**src/rtl/mem_port_arbiter.sv**
```systemverilog
// Shares the single D-cache port between LDQ head loads and SDQ head stores, one transaction in flight.
// Optional store-starvation guard enabled by defining MEM_ARB_STARVE_GUARD_EN.
module mem_port_arbiter #(
    parameter int LDQ_ENTRIES  = 16,
    parameter int SDQ_ENTRIES  = 8,
    parameter int LDQ_IDX_W    = $clog2(LDQ_ENTRIES),
    parameter int SDQ_CNT_W    = $clog2(SDQ_ENTRIES) + 1,
    parameter int STORE_HI_WM  = SDQ_ENTRIES - 2,
    parameter int STARVE_LIMIT = 8,
    localparam int STARVE_W    = $clog2(STARVE_LIMIT + 1)
) (
    input  logic                 clk_i,
    input  logic                 rst_ni,
    input  logic                 ld_vld_i,
    input  logic [31:0]          ld_addr_i,
    input  logic [LDQ_IDX_W-1:0] ld_idx_i,
    output logic                 ld_issue_en_o,
    input  logic                 st_vld_i,
    input  logic [31:0]          st_addr_i,
    input  logic [31:0]          st_data_i,
    input  logic [3:0]           st_be_i,
    output logic                 st_pop_o,
    input  logic [SDQ_CNT_W-1:0] sdq_count_i,
    input  logic                 flush_i,
    output logic                 dc_req_o,
    output logic                 dc_we_o,
    output logic [31:0]          dc_addr_o,
    output logic [31:0]          dc_wdata_o,
    output logic [3:0]           dc_be_o,
    input  logic                 dc_gnt_i,
    input  logic                 dc_rvld_i,
    input  logic [31:0]          dc_rdata_i,
    output logic                 ld_resp_vld_o,
    output logic [LDQ_IDX_W-1:0] ld_resp_idx_o,
    output logic [31:0]          ld_resp_data_o,
    output logic [1:0]           dbg_state_o,
    output logic [STARVE_W-1:0]  dbg_starve_cnt_o
);

    typedef enum logic [1:0] {
        S_IDLE = 2'd0,
        S_REQ  = 2'd1,
        S_WAIT = 2'd2
    } state_t;

    localparam logic [SDQ_CNT_W-1:0] HI_WM_V = SDQ_CNT_W'(STORE_HI_WM);

    state_t                 state_q, state_d;
    logic                   we_q;
    logic [31:0]            addr_q;
    logic [31:0]            wdata_q;
    logic [3:0]             be_q;
    logic [LDQ_IDX_W-1:0]   idx_q;
    logic                   killed_q;
    logic                   resp_vld_q;
    logic [LDQ_IDX_W-1:0]   resp_idx_q;
    logic [31:0]            resp_data_q;

    logic ld_cand;
    logic candidate;
    logic starve_force;
    logic pick_store;
    logic grant;

    assign ld_cand    = ld_vld_i && !flush_i;
    assign candidate  = st_vld_i || ld_cand;
    assign pick_store = st_vld_i && ((sdq_count_i >= HI_WM_V) || !ld_cand || starve_force);
    assign grant      = (state_q == S_REQ) && dc_gnt_i;

`ifdef MEM_ARB_STARVE_GUARD_EN
    localparam logic [STARVE_W-1:0] STARVE_LIMIT_V = STARVE_W'(STARVE_LIMIT);
    logic [STARVE_W-1:0] starve_q;

    // Counts load grants that bypassed a waiting store; saturates so the force stays asserted.
    always_ff @(posedge clk_i or negedge rst_ni) begin
        if (!rst_ni) begin
            starve_q <= '0;
        end else if (grant) begin
            if (we_q) begin
                starve_q <= '0;
            end else if (st_vld_i && (starve_q != STARVE_LIMIT_V)) begin
                starve_q <= starve_q + STARVE_W'(1);
            end
        end
    end

    assign starve_force     = (starve_q == STARVE_LIMIT_V);
    assign dbg_starve_cnt_o = starve_q;
`else
    assign starve_force     = 1'b0;
    assign dbg_starve_cnt_o = '0;
`endif

    always_ff @(posedge clk_i or negedge rst_ni) begin
        if (!rst_ni) begin
            state_q <= S_IDLE;
        end else begin
            state_q <= state_d;
        end
    end

    always_comb begin
        state_d       = state_q;
        dc_req_o      = 1'b0;
        ld_issue_en_o = 1'b0;
        st_pop_o      = 1'b0;
        case (state_q)
            S_IDLE: begin
                if (candidate) begin
                    state_d = S_REQ;
                end
            end
            S_REQ: begin
                dc_req_o = 1'b1;
                if (dc_gnt_i) begin
                    if (we_q) begin
                        st_pop_o = 1'b1;
                        state_d  = S_IDLE;
                    end else begin
                        ld_issue_en_o = 1'b1;
                        state_d       = S_WAIT;
                    end
                end
            end
            S_WAIT: begin
                if (dc_rvld_i) begin
                    state_d = S_IDLE;
                end
            end
            default: state_d = S_IDLE;
        endcase
    end

    // Request fields are captured only in IDLE, so they stay frozen through REQ backpressure.
    always_ff @(posedge clk_i or negedge rst_ni) begin
        if (!rst_ni) begin
            we_q        <= 1'b0;
            addr_q      <= '0;
            wdata_q     <= '0;
            be_q        <= '0;
            idx_q       <= '0;
            killed_q    <= 1'b0;
            resp_vld_q  <= 1'b0;
            resp_idx_q  <= '0;
            resp_data_q <= '0;
        end else begin
            resp_vld_q <= 1'b0;
            case (state_q)
                S_IDLE: begin
                    killed_q <= 1'b0;
                    if (candidate) begin
                        we_q    <= pick_store;
                        addr_q  <= pick_store ? st_addr_i : ld_addr_i;
                        wdata_q <= pick_store ? st_data_i : '0;
                        be_q    <= pick_store ? st_be_i : 4'b0000;
                        if (!pick_store) begin
                            idx_q <= ld_idx_i;
                        end
                    end
                end
                S_REQ: begin
                    if (!we_q && flush_i) begin
                        killed_q <= 1'b1;
                    end
                end
                S_WAIT: begin
                    if (dc_rvld_i) begin
                        resp_vld_q  <= !killed_q && !flush_i;
                        resp_idx_q  <= idx_q;
                        resp_data_q <= dc_rdata_i;
                        killed_q    <= 1'b0;
                    end else if (flush_i) begin
                        killed_q <= 1'b1;
                    end
                end
                default: ;
            endcase
        end
    end

    assign dc_we_o        = we_q;
    assign dc_addr_o      = addr_q;
    assign dc_wdata_o     = wdata_q;
    assign dc_be_o        = be_q;
    assign ld_resp_vld_o  = resp_vld_q;
    assign ld_resp_idx_o  = resp_idx_q;
    assign ld_resp_data_o = resp_data_q;
    assign dbg_state_o    = state_q;

endmodule

```
**config.mk**
```make
export PLATFORM = sky130hd
export DESIGN_NAME = mem_port_arbiter
export DESIGN_NICKNAME = d
export VERILOG_FILES = /design/src/rtl/mem_port_arbiter.sv
export SDC_FILE = /design/constraint.sdc
export NUM_CORES = 1
export LEC_CHECK = 0
export ABC_AREA = 1
export CAP_MARGIN = 10
export CELL_PAD_IN_SITES_DETAIL_PLACEMENT = 0
export CELL_PAD_IN_SITES_GLOBAL_PLACEMENT = 1
export CORE_MARGIN = 2
export CORE_UTILIZATION = 30
export DETAILED_ROUTE_END_ITERATION = 6
export GPL_TIMING_DRIVEN = 0
export MAX_ROUTING_LAYER = met4
export PLACE_DENSITY_LB_ADDON = 0.08
export SLEW_MARGIN = 20
export SYNTH_ARGS = -nofsm -noshare
export SYNTH_HDL_FRONTEND = slang
export SYNTH_SLANG_ARGS = --single-unit
```
**constraint.sdc**
```tcl
create_clock -name clk_i -period 3.85 [get_ports clk_i]
set_input_delay 0.77 -clock clk_i [delete_from_list [all_inputs] [get_ports clk_i]]
set_output_delay 0.77 -clock clk_i [all_outputs]
set_load 0.005 [all_outputs]
```
==> out/summary.txt <==
run status: completed
cell-by-cell trace of the critical path: clkdlybuf4s50_1 > inv_1 > nor3_1 > clkdlybuf4s50_1
cell type with the highest aggregate area in the netlist: sky130_fd_sc_hd__dfrtp_1
initial cell density of the core: 30.6%
# IOs: 262
maximum VDD drop: 286 uV
final-stage net count: 909
final hold violation count: 0
leftover overflow at the end of global routing: 0
TritonCTS clock tree: done
final std cell area, no fill: 8310 sq um
fraction of layout cells with a size suffix above 1: 13.6%
share of flip-flops with an asynchronous set or reset after synthesis: 100%
number of distinct standard cells referenced by the synthesized netlist: 23
category of the worst setup path launch point: primary input
number of flops mapped to enable cells by yosys: 0
Yosys warnings: 0
routability congestion estimate from global placement: 0.806
Overall Global Routing Usage: 18.6%
Synth top area share: 58.4%
critical path peak fanout: 3
Multi-input gate area: 1730 sq um
wire length of the first global-routing pass: 23500 um
antenna violation net count after detailed routing: 0
number of vias per cell: 4.53
clk_skew: 6.35 ps
1st-iter DRT viols: 191
average routed wire per standard cell: 15.6 um
Post-CTS Hold Buffers: 0
Worst Path Class, Setup: in -> out
drt drc: 0
total power divided by cell area: 745 nW/um^2
critical register-to-register path endpoint: ld_resp_data_o[28]$_DFFE_PN0P_
overall die width: 131 um
number of cells on the worst reg-to-reg path: 5
post-route minimum period: 2730 ps
Util after Layout: 52.5%
Hold Slack: 302 ps
main area contributors after synthesis: sky130_fd_sc_hd__dfrtp_1 (58%), sky130_fd_sc_hd__nand2_1 (12%), sky130_fd_sc_hd__mux2_2 (8.4%), sky130_fd_sc_hd__nand3_1 (7.3%), sky130_fd_sc_hd__nand4_1 (4.1%)
CP max-delay cell: sky130_fd_sc_hd__clkdlybuf4s50_1
count of antenna diodes in the layout: 0
largest net degree at the start of global routing: 68
unrepaired setup endpoints after global routing: no
arrival time at the worst endpoint: 1960 ps
count of filler cells inserted in the layout: 1387
number of levels the H-tree was split into: 4
Clock Root Buffer: sky130_fd_sc_hd__clkbuf_16
die footprint: 17200 sq um
Avg Cell Area, Syn: 10.1 sq um
Tightest Hold Check Type: in -> async
synthesis-to-finish area growth: 71.5%
FMAX: 366 MHz
CP Capture Type: primary output
iteration count of the initial detailed-routing pass: 4
Setup-failing EPs final: 0
total negative slack: 0 ps
Pleak: 3.74 nW
half-perimeter wire length after placement: 11500 um
top-count cell post-synth: sky130_fd_sc_hd__nand2_1
synthesized area: 4840 sq um
number of port buffers: 255
Routed Wire Length: 15400 um
total power after layout: 6.19 mW
cells after synthesis: 481
Max-cap violations: 0
CTS buffer count: 17
number of resized instances in the post-cts repair step: 0
worst-case register-to-register setup slack: 2080 ps
number of vias in the routed layout: 4470
placed standard-cell area: 7700 sq um
post-synthesis sequential area ratio: 58.4%
Sequential Area: 2830 sq um
number of global-route vias before repair: 4585
launching point of the worst reg2reg path: dbg_state_o[0]$_DFFE_PN0P_
worst-skew pair later-pin latency: 410 ps
data required time of the critical path: 3080 ps
clock sinks: 113
clock input transition at the sequential cells of the worst setup and hold paths: 50 ps
CP bufs+invs: 3
Final Slew Violations: 0
most used cell, CP: sky130_fd_sc_hd__clkdlybuf4s50_1
synthesis-stage register bit count: 113
longest individual stage delay on the worst path: 550 ps
final worst-path cycle share: 71.0%
Core Region: 15800 sq um
Die Y-Extent: 131 um
Post CTS Setup Buffer Count: 0
floorplan row count: 46
delay-heaviest family, CP: buffers and inverters
Primary FF master, synth: sky130_fd_sc_hd__dfrtp_1
Post-synth top cells: sky130_fd_sc_hd__nand2_1 (160), sky130_fd_sc_hd__dfrtp_1 (113), sky130_fd_sc_hd__nand3_1 (71), sky130_fd_sc_hd__mux2_2 (36), sky130_fd_sc_hd__nand4_1 (32)
initial antenna violation count: 0
maximum count of clock buffers along a single path: 2
-- power breakdown --
group | leakage (nW) | switching (mW) | total (mW) | internal [mW]
Clock | 0.291 | 0.547 | 1.58 | 1.03
Combinational | 2.06 | 1.02 | 2.56 | 1.54
Sequential | 1.39 | 0.290 | 2.04 | 1.75
-- layout make-up --
type / count / area share [%]
flip-flops and latches: 113 / 34.0
repair buffers: 256 / 31.1
multi-input cells: 323 / 20.8
clock buffers: 23 / 6.00
well taps: 216 / 3.25
plain buffers: 36 / 3.06
clock inverters: 8 / 1.24
inverters: 12 / 0.542
-- sequential cells by signal (all words and copies together) (netlist names) --
register / flops
ld_resp_data_o: 32
dc_wdata_o: 32
dc_we_o: 1
ld_resp_idx_o: 4
dbg_state_o: 2
dc_be_o: 4
idx_q: 4
ld_resp_vld_o: 1
killed_q: 1
dc_addr_o: 32
-- layer usage --
layer  part of all wire [%]  up-vias  wire length, um  track usage, %
met5                      0        -                0               -
met4                    1.3        0              202            6.32
met3                    9.2       17             1410            5.70
met2                     48      186             7400            30.0
met1                     41     2108             6350            22.1
li1                       -     2159                -               -
-- cell families after synthesis --
logic type	share of synthesized area, %
fa+ha+maj	0.775
other cells	0.0774
compound gates	1.06
simple gates	25.1
buf+inv	6.18
mux	8.37
flops	58.4
-- placed cells by master, fill, tap and decap left out, drive strengths merged --
cell type / count
mux2: 36
nand4: 32
o21ai: 4
nor3: 2
clkinvlp: 2
nor2: 5
dfrtp: 113
ha: 3
a21oi: 1
a21boi: 1
clkbuf: 32
bufinv: 2
nand3: 72
clkdlybuf4s50: 254
inv: 12
conb: 4
nand2: 162
o211ai: 1
clkinv: 4
buf: 29
-- stage by stage --
step           std cells  setup WS [ps]
6_report             987           1120
5_1_grt              987            912
4_1_cts              987           1090
3_5_place_dp         956           1120
3_3_place_gp         955          -2610
2_1_floorplan        484           2110
-- worst max-delay path by stage --
| stage | from | to | slack [ps] | cells after the start |
|---|---|---|---|---|
| finish | dc_gnt_i | st_pop_o | 1120 | 4 |
| global route | dbg_state_o[1]$_DFFE_PN0P_ | st_pop_o | 910 | 5 |
| CTS | dbg_state_o[1]$_DFFE_PN0P_ | st_pop_o | 1090 | 5 |
| detailed placement | dc_gnt_i | st_pop_o | 1120 | 4 |
| global placement | rst_ni | dc_wdata_o[20]$_DFFE_PN0P_ | -2610 | 1 |
| floorplan | dc_gnt_i | st_pop_o | 2110 | 2 |
Power figures use the tool's default switching activity.
